`src/rtl/shift_reg_seq.sv`:
```
// Load sequencer for a bidirectional serial-in shift register: serialises a host word
// onto sin_r/sin_l over WIDTH clocks, then captures the register's Q and compares it.
module shift_reg_seq #(
  parameter int WIDTH = 4
) (
  input  logic             clk,
  input  logic             reset,
  input  logic             start,
  input  logic             dir,
  input  logic [WIDTH-1:0] data_in,
  input  logic [WIDTH-1:0] q_in,
  output logic             mode,
  output logic             sin_r,
  output logic             sin_l,
  output logic             busy,
  output logic             done,
  output logic             match,
  output logic [WIDTH-1:0] q_out
);

  localparam int CW = $clog2(WIDTH + 1);
  localparam logic [CW-1:0] LAST = CW'(WIDTH - 1);

  typedef enum logic [1:0] {
    IDLE  = 2'd0,
    SHIFT = 2'd1,
    CHECK = 2'd2
  } state_t;

  state_t           state_q, state_d;
  logic [WIDTH-1:0] word_q,  word_d;
  logic [WIDTH-1:0] sh_q,    sh_d;
  logic [CW-1:0]    cnt_q,   cnt_d;
  logic             mode_q,  mode_d;
  logic             sin_r_q, sin_r_d;
  logic             sin_l_q, sin_l_d;
  logic             busy_q,  busy_d;
  logic             done_q,  done_d;
  logic             match_q, match_d;
  logic [WIDTH-1:0] q_out_q, q_out_d;

  always_ff @(posedge clk or negedge reset) begin
    if (!reset) begin
      state_q <= IDLE;
      word_q  <= '0;
      sh_q    <= '0;
      cnt_q   <= '0;
      mode_q  <= 1'b0;
      sin_r_q <= 1'b0;
      sin_l_q <= 1'b0;
      busy_q  <= 1'b0;
      done_q  <= 1'b0;
      match_q <= 1'b0;
      q_out_q <= '0;
    end else begin
      state_q <= state_d;
      word_q  <= word_d;
      sh_q    <= sh_d;
      cnt_q   <= cnt_d;
      mode_q  <= mode_d;
      sin_r_q <= sin_r_d;
      sin_l_q <= sin_l_d;
      busy_q  <= busy_d;
      done_q  <= done_d;
      match_q <= match_d;
      q_out_q <= q_out_d;
    end
  end

  // sh_q is a working copy of the word that is shifted out one bit per edge, so the
  // next serial bit always sits at sh_q[0] (right) or sh_q[WIDTH-1] (left).
  always_comb begin
    state_d = state_q;
    word_d  = word_q;
    sh_d    = sh_q;
    cnt_d   = cnt_q;
    mode_d  = mode_q;
    sin_r_d = 1'b0;
    sin_l_d = 1'b0;
    busy_d  = busy_q;
    done_d  = 1'b0;
    match_d = match_q;
    q_out_d = q_out_q;

    case (state_q)
      IDLE: begin
        if (start) begin
          state_d = SHIFT;
          word_d  = data_in;
          mode_d  = dir;
          busy_d  = 1'b1;
          cnt_d   = '0;
          if (dir) begin
            sin_r_d = data_in[0];
            sh_d    = data_in >> 1;
          end else begin
            sin_l_d = data_in[WIDTH-1];
            sh_d    = data_in << 1;
          end
        end
      end

      SHIFT: begin
        cnt_d = cnt_q + CW'(1);
        if (cnt_q == LAST) begin
          state_d = CHECK;
        end else if (mode_q) begin
          sin_r_d = sh_q[0];
          sh_d    = sh_q >> 1;
        end else begin
          sin_l_d = sh_q[WIDTH-1];
          sh_d    = sh_q << 1;
        end
      end

      CHECK: begin
        q_out_d = q_in;
        match_d = (q_in == word_q);
        done_d  = 1'b1;
        busy_d  = 1'b0;
        state_d = IDLE;
      end

      default: begin
        state_d = IDLE;
      end
    endcase
  end

  assign mode  = mode_q;
  assign sin_r = sin_r_q;
  assign sin_l = sin_l_q;
  assign busy  = busy_q;
  assign done  = done_q;
  assign match = match_q;
  assign q_out = q_out_q;

endmodule

```
`config.mk`:
```
export PLATFORM = sky130hd
export DESIGN_NAME = shift_reg_seq
export DESIGN_NICKNAME = d
export VERILOG_FILES = /design/src/rtl/shift_reg_seq.sv
export SDC_FILE = /design/constraint.sdc
export NUM_CORES = 1
export LEC_CHECK = 0
export CAP_MARGIN = 5
export CORE_MARGIN = 5
export CORE_UTILIZATION = 40
export CTS_BUF_LIST = sky130_fd_sc_hd__clkbuf_2
export CTS_CLUSTER_DIAMETER = 60
export CTS_CLUSTER_SIZE = 12
export DETAILED_ROUTE_END_ITERATION = 12
export GPL_TIMING_DRIVEN = 0
export MAX_ROUTING_LAYER = met4
export PLACE_DENSITY = 0.73
export SLEW_MARGIN = 30
export SYNTH_ARGS = -nofsm -noshare
export SYNTH_HDL_FRONTEND = slang
export SYNTH_SLANG_ARGS = --single-unit
```
`constraint.sdc`:
```
create_clock -name clk -period 1.91 [get_ports clk]
set_input_delay 0.4775 -clock clk [delete_from_list [all_inputs] [get_ports clk]]
set_output_delay 0.4775 -clock clk [all_outputs]
set_load 0.005 [all_outputs]
```
==> results.tsv <==
stage	metric	value	unit
die	initial_utilization	42.7	%
cells_and_area	num_antenna_cells	0	
cts	cts.reportedPaths.clkPinSlew	0.20	ns
cts	clock_tree.buffer_depth	2	
synth	synthesis_warnings	0	
timing	maxSlewHeadroom	64.1	%
placed_design	detailed_place.area	1310	um^2
cts	clockRootBuffer	clkbuf_2	
cells_and_area	final_std_cell_area_no_fill	1330	um^2
synth	mappedNetlistArea	1080	um^2
cts	cts_tree	built	
synth	seq_area_frac_synth	53.5	%
pwr	power_per_cell_area	1470	nW/um^2
timing	number_of_pins_exceeding_their_max_slew_limit_in_the_final_report	0	
placed_design	dpl.cell_count	138	
critical_path	worstPathMaxFanout	5	
cells_and_area	most_common_library_cell_in_the_layout_ignoring_fill_and_taps	dfrtp_1	
grt	grt_antenna_before_repair	0	
placed_design	numPortBuffers	20	
die	num_io_pins	22	
cells_and_area	post_layout_nonfiller_instances	142	
cells_and_area	filler_cell_count	242	
synth	synth_async_sr_flop_share	100	%
cts	h-tree-depth	1	
routing	drt.antenna.violating_nets	0	
cts	cts_setup_buffers	0	
critical_path	setup.reg_to_reg.worst_slack	0.18	ns
timing	rsz0062_at_grt	no	
synth	synth.largest_area_cell	dfrtp_1	
routing	post-route-drc-count	0	
cells_and_area	seq_area	576	um^2
run	cap_viol_max_count	0	
timing	post-route-period-util	90.6	%
synth	syn-num-nets	102	
synth	synth_enable_flop_cells	0	
grt	first_global_vias	795	
critical_path	cp.arrival	1.95	ns
run_status	outcome	finished clean	
routing	vias	722	
placed_design	hpwl_after_dpl	1510	um
pwr	ir_drop	909	uV
timing	worst_slew_pin_slew	0.537	ns
grt	globalRoute.totalOverflow	0	
cts	worst_skew_pair.late_latency	0.31	ns
routing	drt_wl_total	1930	um
die	die-area	3830	um^2
routing	route.detailed.vias_per_inst	5.08	
cts	number_of_buffers_inserted_during_clock_tree_synthesis	3	
grt	grt_pass1_wl	3460	um
pwr	p_leak	0.602	nW
routing	routed_wire_length_per_instance	13.6	um
routing	drt-pass1-iter-count	4	
synth	postSynthCellCount	88	
cells_and_area	layout.nets	127	
grt	grt_start_max_net_pins	24	
timing	maxClockFrequency	578	MHz
cells_and_area	layout-drive-gt1-share	18.8	%
cells_and_area	final_cell_mix	23 x dfrtp_1, 19 x clkdlybuf4s50_1, 9 x mux2_2	
cells_and_area	area_growth_syn_to_layout	23.5	%
min_path	worst_hold_path_type	in2async	
timing	timing.final.crit_period	1.73	ns
synth	synth-main-ff-cell	dfrtp_1	
die	chipHeight	61.9	um
timing	final-setup-viol-count	0	
die	die_w	61.9	um
synth	netlist_top_cells_area	dfrtp_1 53%, mux2_2 9.4%, mux2i_1 7.4%, mux2_4 4.2%, xnor2_1 3.3%	
synth	postSynthRegisterBits	23	
synth	mapped_avg_cell_area	12.2	um^2
critical_path	worst-endpoint-required	2.13	ns
synth	synth_cell_type_count	25	
cts	cts.sinks	23	
cts	cts_resized	0	
die	core	2520	um^2
critical_path	crit_type	reg2reg	
cts	cts_hold_buffers	0	
timing	finClkSkew	0.00799	ns
grt	all_layer_gr_usage	12.7	%
timing	finalHoldViolations	0	
placed_design	gpl.final_weighted_congestion	0.806	
synth	post-synth-top-area-fraction	53.5	%
routing	drt_iter0_drc	11	
cells_and_area	multi_input_comb_area	449	um^2
critical_path	worstSetupStartpointType	register	
critical_path	worstSetupEndpointType	register	
die	num_rows	18	
## logic make-up (layout without fill, tap and decap cells)
logic type / Yosys count / after routing / synth area share, %
flip-flops: 23 / 23 / 53.5
multiplexers: 20 / 20 / 21.0
buffers and inverters: 11 / 35 / 4.77
AO/OA/AOI/OAI: 9 / 9 / 5.58
XOR/XNOR: 4 / 4 / 3.26
adder cells (fa/ha/maj): 2 / 2 / 2.33
AND/OR/NAND/NOR: 19 / 19 / 9.54
## critical path, cell delays in order (launching register included)
cell and delay, ns:
dfrtp_1 0.44, ha_1 0.20, ha_1 0.23, and2b_1 0.21
o21ba_1 0.13, buf_6 0.13, mux2_4 0.29
## power by group
part           total (mW)  switching (mW)  internal, mW
Combinational       0.923           0.355         0.568
Clock               0.186           0.131        0.0555
Sequential          0.839           0.138         0.700
## synth_stat cells, types with 2 or more instances
| cell type | instances |
|---|---|
| dfrtp_1 | 23 |
| mux2_2 | 9 |
| mux2i_1 | 8 |
| nand2_1 | 7 |
| inv_1 | 6 |
| o21ai_0 | 4 |
| xnor2_1 | 4 |
| mux2_4 | 3 |
| nor2_1 | 3 |
| buf_2 | 2 |
| clkbuf_1 | 2 |
| ha_1 | 2 |
| nand2b_1 | 2 |
| nand3_1 | 2 |
## flip-flops by register name, indices dropped and copies added, names as in the netlist, 2 cells and up
| register | flops |
|---|---|
| word_q | 4 |
| q_out | 4 |
| state_q | 2 |
| sh_q | 4 |
| cnt_q | 3 |
## routing by layer
layer,vias up,share of wire (%),global-route usage [%]
met4,0,1.5,4.55
met2,19,51,21.8
met3,4,4.1,1.86
met1,353,43,15.0
li1,346,-,-
met5,-,0,-
## cell type report
class,count,area share [%]
Sequential cell,23,43.3
Multi-Input combinational cell,54,33.8
Timing Repair Buffer,20,14.7
Tap cell,30,2.82
Buffer,5,2.17
Inverter,6,1.69
Clock buffer,4,1.51
## stage by stage
step	util, %	hold slack (ns)	setup slack, ns	TNS (ns)	power, mW
4_1_cts	52.7	0.103	0.170	0	1.98
3_5_place_dp	51.9	0.476	-0.0648	-0.289	1.79
5_1_grt	52.7	0.0952	0.0918	0	2.12
2_1_floorplan	-	0.182	0.314	0	1.44
6_report	52.7	0.0887	0.179	0	1.95
3_3_place_gp	52.1	0.462	-0.0522	-0.248	1.75
## final timing paths
path,from,cells past startpoint,end
setup / recovery,cnt_q[0]$_DFFE_PN0P_,6,sh_q[2]$_DFFE_PN0P_
hold / removal,reset,1,sh_q[0]$_DFFE_PN0P_
setup reg to reg,cnt_q[0]$_DFFE_PN0P_,6,sh_q[2]$_DFFE_PN0P_
hold reg to reg,match$_DFFE_PN0P_,2,match$_DFFE_PN0P_
max in group asynchronous,reset,1,word_q[1]$_DFFE_PN0P_
min in group clk,dir,3,sin_r$_DFF_PN0_
Note: power is estimated with default switching activity, not from simulation.
